[config.mk]
export PLATFORM = sky130hd
export DESIGN_NAME = irq_controller_flat
export DESIGN_NICKNAME = d
export VERILOG_FILES = /design/src/rtl/irq_controller_if.sv /design/src/rtl/irq_controller.sv /design/src/flat_wrapper.sv
export SDC_FILE = /design/constraint.sdc
export NUM_CORES = 1
export LEC_CHECK = 0
export BUFFER_PORTS_ARGS = -buffer_cell sky130_fd_sc_hd__buf_4
export CORE_ASPECT_RATIO = 1.4
export CORE_MARGIN = 2
export CORE_UTILIZATION = 35
export DETAILED_ROUTE_END_ITERATION = 8
export PLACE_DENSITY = 0.66
export SETUP_SLACK_MARGIN = 0.02
export SYNTH_ARGS = -nofsm -noshare
export SYNTH_HDL_FRONTEND = slang
export SYNTH_SLANG_ARGS = --single-unit
[constraint.sdc]
create_clock -name clk -period 2.7 [get_ports clk]
set_clock_uncertainty 0.1 [all_clocks]
set_input_delay 0.27 -clock clk [delete_from_list [all_inputs] [get_ports clk]]
set_output_delay 0.27 -clock clk [all_outputs]
set_load 0.02 [all_outputs]
[src/rtl/irq_controller_if.sv]
// CPU data-bus bundle for irq_controller: write port, read address and combinational read data.
interface irq_controller_if;
    logic [31:0] inputData;
    logic [31:0] inputAddr;
    logic        wren;
    logic [31:0] outputAddr;
    logic [31:0] outputData;

    modport master (
        output inputData,
        output inputAddr,
        output wren,
        output outputAddr,
        input  outputData
    );

    modport slave (
        input  inputData,
        input  inputAddr,
        input  wren,
        input  outputAddr,
        output outputData
    );
endinterface

[src/rtl/irq_controller.sv]
// Memory-mapped interrupt controller: pending latch/mirror, mask, arbitration, one-hot grant held until COMPLETE.
// Define IRQ_PRIO_ROTATE_EN for round-robin arbitration; otherwise the lowest index wins.
module irq_controller #(
    parameter logic [31:0] BASE_ADDR  = 32'h0000_0400,
    parameter logic [31:0] RESET_MASK = 32'h0000_0000
) (
    input  logic            clk,
    input  logic            rst,
    irq_controller_if.slave bus,
    input  logic [31:0]     irqIn,
    output logic [31:0]     irqOut,
    output logic            irqActive
);
    localparam int unsigned NSRC = 32;
    localparam int unsigned IDW  = 5;

    localparam logic [31:0] OFF_MASK  = 32'd0;
    localparam logic [31:0] OFF_PEND  = 32'd1;
    localparam logic [31:0] OFF_CLAIM = 32'd2;
    localparam logic [31:0] OFF_CMPL  = 32'd3;
    localparam logic [31:0] OFF_EDGE  = 32'd4;

    typedef enum logic {IDLE, ACTIVE} state_e;

    state_e          state_q;
    logic [31:0]     mask_q, mask_d;
    logic [31:0]     edge_q, edge_d;
    logic [31:0]     edge_lat_q, edge_lat_d;
    logic [31:0]     irq_prev_q;
    logic [31:0]     irq_out_q;
    logic            irq_active_q;
    logic [IDW-1:0]  active_id_q;

    logic [31:0]     wr_off, rd_off;
    logic [31:0]     pend_eff, req, lat_clr, claim;
    logic            wr_mask, wr_pend, wr_cmpl, wr_edge, cmpl_valid;
    logic [IDW-1:0]  rr_base, winner;

    // First set bit of r searching upward from start, wrapping modulo NSRC.
    function automatic logic [IDW-1:0] pick(input logic [31:0] r, input logic [IDW-1:0] start);
        logic [IDW-1:0] idx;
        logic [IDW-1:0] w;
        logic           found;
        w     = start;
        found = 1'b0;
        for (int unsigned i = 0; i < NSRC; i++) begin
            idx = start + IDW'(i);
            if (!found && r[idx]) begin
                w     = idx;
                found = 1'b1;
            end
        end
        return w;
    endfunction

`ifdef IRQ_PRIO_ROTATE_EN
    logic [IDW-1:0] rr_ptr_q;

    always_ff @(posedge clk) begin
        if (rst) begin
            rr_ptr_q <= '0;
        end else if (cmpl_valid) begin
            rr_ptr_q <= active_id_q + IDW'(1);
        end
    end

    assign rr_base = rr_ptr_q;
    assign claim   = {irq_active_q, 18'b0, rr_ptr_q, 3'b0, active_id_q};
`else
    assign rr_base = '0;
    assign claim   = {irq_active_q, 26'b0, active_id_q};
`endif

    // Write decode, pending/request vectors and next-state of the CSRs.
    always_comb begin
        wr_off     = bus.inputAddr - BASE_ADDR;
        wr_mask    = bus.wren && (wr_off == OFF_MASK);
        wr_pend    = bus.wren && (wr_off == OFF_PEND);
        wr_cmpl    = bus.wren && (wr_off == OFF_CMPL);
        wr_edge    = bus.wren && (wr_off == OFF_EDGE);
        cmpl_valid = wr_cmpl && (state_q == ACTIVE) && (bus.inputData[4:0] == active_id_q);

        pend_eff   = (edge_q & edge_lat_q) | (~edge_q & irqIn);
        req        = pend_eff & mask_q;
        winner     = pick(req, rr_base);

        mask_d     = wr_mask ? bus.inputData : mask_q;
        edge_d     = wr_edge ? bus.inputData : edge_q;
        lat_clr    = (wr_pend ? (bus.inputData & edge_q) : 32'd0)
                   | (cmpl_valid ? (32'd1 << active_id_q) : 32'd0);
        // A new rising edge wins over any clear on the same cycle.
        edge_lat_d = (edge_lat_q & ~lat_clr) | (irqIn & ~irq_prev_q & edge_q);
    end

    always_comb begin
        rd_off = bus.outputAddr - BASE_ADDR;
        case (rd_off)
            OFF_MASK:  bus.outputData = mask_q;
            OFF_PEND:  bus.outputData = pend_eff;
            OFF_CLAIM: bus.outputData = claim;
            OFF_EDGE:  bus.outputData = edge_q;
            default:   bus.outputData = 32'd0;
        endcase
    end

    always_ff @(posedge clk) begin
        if (rst) begin
            mask_q     <= RESET_MASK;
            edge_q     <= '0;
            edge_lat_q <= '0;
            irq_prev_q <= '0;
        end else begin
            mask_q     <= mask_d;
            edge_q     <= edge_d;
            edge_lat_q <= edge_lat_d;
            irq_prev_q <= irqIn;
        end
    end

    // Grant FSM: an ACTIVE grant only ends on a matching COMPLETE.
    always_ff @(posedge clk) begin
        if (rst) begin
            state_q      <= IDLE;
            irq_out_q    <= '0;
            irq_active_q <= 1'b0;
            active_id_q  <= '0;
        end else begin
            case (state_q)
                IDLE: begin
                    if (req != 32'd0) begin
                        active_id_q  <= winner;
                        irq_out_q    <= 32'd1 << winner;
                        irq_active_q <= 1'b1;
                        state_q      <= ACTIVE;
                    end
                end
                ACTIVE: begin
                    if (cmpl_valid) begin
                        irq_out_q    <= '0;
                        irq_active_q <= 1'b0;
                        state_q      <= IDLE;
                    end
                end
                default: state_q <= IDLE;
            endcase
        end
    end

    assign irqOut    = irq_out_q;
    assign irqActive = irq_active_q;
endmodule

[src/flat_wrapper.sv]
// flat-port wrapper written by rule: the top's interface ports become plain ports
module irq_controller_flat 
#(
    parameter logic [31:0] BASE_ADDR  = 32'h0000_0400,
    parameter logic [31:0] RESET_MASK = 32'h0000_0000
)
  (clk, rst, irqIn, irqOut, irqActive, bus_inputData, bus_inputAddr, bus_wren, bus_outputAddr, bus_outputData);
  irq_controller_if bus_i ();
  input  logic clk;
  input  logic rst;
  input  logic [31:0] irqIn;
  output logic [31:0] irqOut;
  output logic irqActive;
  input wire logic [$bits(bus_i.inputData)-1:0] bus_inputData;
  input wire logic [$bits(bus_i.inputAddr)-1:0] bus_inputAddr;
  input wire logic [$bits(bus_i.wren)-1:0] bus_wren;
  input wire logic [$bits(bus_i.outputAddr)-1:0] bus_outputAddr;
  output wire logic [$bits(bus_i.outputData)-1:0] bus_outputData;
  assign bus_i.inputData = bus_inputData;
  assign bus_i.inputAddr = bus_inputAddr;
  assign bus_i.wren = bus_wren;
  assign bus_i.outputAddr = bus_outputAddr;
  assign bus_outputData = bus_i.outputData;
  irq_controller #(.BASE_ADDR(BASE_ADDR), .RESET_MASK(RESET_MASK)) u_core (.clk(clk), .rst(rst), .bus(bus_i), .irqIn(irqIn), .irqOut(irqOut), .irqActive(irqActive));
endmodule
==> summary.md <==
| Metric | Value |
|---|---|
| PortBufs | `195` |
| WP data arrival | `2400 ps` |
| Met3 wire len | `2131 um` |
| Pre-antenna DRT Iters | `6` |
| Initial Util | `0.3528` |
| CTS Buf Count | `17` |
| Most frequent cell after synthesis | `nand2_1` |
| Hold Path End | `u_core.edge_q[1]` |
| Top cells by count, synth | `nand2_1, dfxtp_1, nor2b_1, nor2_1, a21oi_1` |
| Clock Tree Root | `clkbuf_16` |
| Finished Cell Area | `12620 um2` |
| Commonest register cell after synthesis | `dfxtp_1` |
| Post-Synth Simple-Gate Area | `0.2763` |
| FP Rows | `68` |
| Reg2reg end | `u_core.irqOut[24]` |
| Largest family of logic cells by synthesized area | `simple AND/OR/NAND/NOR gates` |
| First-pass GRT wire length | `45680 um` |
| CP required | `2330 ps` |
| Ant diodes | `0` |
| Post-synthesis instance total | `1065` |
| Clock sinks | `167` |
| Mux share of post-synthesis cell area | `0.04052` |
| Die Wd | `136.8 um` |
| Post-synth EDFFs | `0` |
| Layout cells sized above 1 | `0.3038` |
| Vias in the first global route | `8680` |
| Avg Vias per Cell | `5.515` |
| R2R depth | `9` |
| Worst min path class | `input pin to register` |
| R2R setup slack | `20 ps` |
| Clk_lat worst skew | `450 ps` |
| HPWL after DPL | `20470 um` |
| Hold Slack | `11.36 ps` |
| Residual DRC | `0` |
| H-tree levels | `4` |
| Total track usage | `0.2270` |
| Share of flip-flops with an asynchronous set or reset | `0` |
| Footprint of the multi-input gates | `5394 um2` |
| Drt total wl | `31340 um` |
| Final Hold Fails | `0` |
| Yosys cell types | `64` |
| Metal2 WL | `16080 um` |
| Die ar. | `25990 um2` |
| Fin. max-slew vios | `0` |
| Routed len/inst | `18.76 um` |
| Power, Total | `5412 uW` |
| Clk pin slew, worst setup/hold paths | `70 ps` |
| Pwr Density | `428.8 nW/um2` |
| DRT antenna net count | `0` |
| Syn_area_per_cell | `8.118 um2` |
| Drt initial violations | `830` |
| Leakage Power | `0.004852 uW` |
| Register area | `3347 um2` |
| Worst r2r src | `u_core.edge_q[6]` |
| Die height | `190.0 um` |
| Final setup viols | `26` |
| Initial antenna violation count | `0` |
| Max_cap viols | `0` |
| Layout area overhead | `45.98%` |
| DR top layer | `met4` |
| Nature of the critical path endpoint | `output pin` |
| Final #Nets | `1474` |
| Cell Area, Synth | `8646 um2` |
| Clk buf depth | `2` |
| Final GP Congestion | `0.8283` |
| Grt ovf | `0` |
| WHS Path Cells | `3` |
| Largest area contributor in the synthesized netlist | `dfxtp_1` |
| Fillers | `2300` |
| CTS tree | `built` |
| Failing checks | `negative setup slack` |
| Minimum clock period | `2770 ps` |
| Core area | `24500 um2` |
| Startpoint Class | `input pin` |
| Crit Path Max Fanout | `5` |
| Ports | `196` |
| Routed via count | `9215` |
| Flops & latches, synth | `167` |
| Post-synthesis sequential area ratio | `0.3867` |
| Critical path type | `input pin to output pin` |
| Area share of the largest cell type after synthesis | `0.3867` |
| Post-synthesis xor/xnor area fraction | `0.008104` |
| RSZ-0062 raised after global routing | `true` |
| Synth warn | `0` |
| Post-synthesis adder-cell area fraction | `0` |
| WL met1 | `12410 um` |
| DP Area | `11050 um2` |
| Worst setup margin | `-69.87 ps` |
| Slew @ Worst Pin | `727.3 ps` |
| Slew margin rel. | `0.5151` |
| F_max | `0.3610 GHz` |
| HP Start | `bus_inputData[1]` |
| Final period util | `1.026` |
| Area contributors post-synth | `dfxtp_1, nor2b_1, nand2_1` |
| Largest net degree at the start of global routing | `138` |
| Status | `finished, violations left` |
| Synth Area in Compound Gates | `0.2531` |
| Maximum vdd drop | `0.0004714 V` |
| Synth Net Count | `1196` |
| Post-Route Utilization | `0.5151` |
## how the worst max path moves through the flow
| stage | to | startpoint | cells after the start |
|---|---|---|---|
| floorplan | bus_outputData[10] | bus_outputAddr[4] | 9 |
| global placement | bus_outputData[8] | bus_outputAddr[4] | 10 |
| detailed placement | bus_outputData[8] | bus_outputAddr[4] | 10 |
| CTS | bus_outputData[17] | bus_outputAddr[4] | 10 |
| global route | bus_outputData[17] | bus_outputAddr[4] | 10 |
| finish | bus_outputData[17] | bus_outputAddr[11] | 10 |
## layout make-up
cell class | instances | area share
clock buffer | 18 | 0.03400
multi-input combinational | 820 | 0.4274
inverter | 16 | 0.004759
clock inverter | 14 | 0.01110
sequential | 167 | 0.2652
timing repair buffer | 321 | 0.2263
tap | 315 | 0.03123
## worst max-delay path, cell delays in order
cell	delay (ps)
buf_4	110
or4_1	510
nor2_1	150
nand4_1	130
nor4_2	270
o211ai_1	170
or2_4	350
buf_12	190
nor2_4	110
buf_6	120
## repair_timing
item | in CTS | in global routing
endpoints found under the setup margin | 50 | 65
gates cloned | 0 | 6
pin swaps | 5 | 34
hold buffers | 34 | 0
setup buffers | 5 | 14
gates resized for setup | 23 | 76
hold endpoints to repair | 56 | 0
## sequential cells by signal (all words and copies together), names as in the netlist
name and cells:
u_core.edge_lat_q 32, u_core.edge_q 32, u_core.irqOut 32, u_core.irq_prev_q 32, u_core.mask_q 32, u_core.active_id_q 5
u_core.irqActive 1, u_core.state_q 1
## logic make-up after synthesis
family	Yosys count
AO/OA/AOI/OAI	297
XOR/XNOR	8
buffers and inverters	78
flip-flops	167
multiplexers	32
AND/OR/NAND/NOR	483
## routing by layer
layer	vias to the layer above	global-route usage
met2	364	0.3958
met3	49	0.03890
met1	4414	0.2752
met5	-	0
met4	0	0.08882
li1	4388	-
## placed cells by master, fill, tap and decap left out, types with 21 or more instances in the layout
cell type / n
nor2b_1: 124
o21ai_0: 38
a21oi_1: 71
a222oi_1: 29
dlygate4sd3_1: 34
dfxtp_1: 164
clkbuf_16: 21
nor2_1: 55
a32o_1: 26
o2bb2ai_1: 35
nor2_4: 31
buf_6: 39
a21o_1: 33
nand2_1: 190
buf_4: 232
## stage by stage
| stage | worst slack (ps) | setup TNS (ps) | std cells |
|---|---|---|---|
| 4_1_cts | -22.06 | -98.10 | 1652 |
| 2_1_floorplan | 12.72 | 0 | 1065 |
| 3_5_place_dp | -111.5 | -3243 | 1581 |
| 6_report | -69.87 | -1060 | 1671 |
| 5_1_grt | -126.2 | -3675 | 1671 |
| 3_3_place_gp | -101.8 | -2128 | 1581 |
## where the power goes
part           switching (uW)  leakage (uW)  internal (uW)  total, uW
combinational             248       0.00322            267        515
clock                    1110      0.000275           1290       2400
sequential               6.26       0.00135           2490       2490
total                    1360       0.00485           4050       5410
Note: power is estimated with default switching activity, not from simulation.
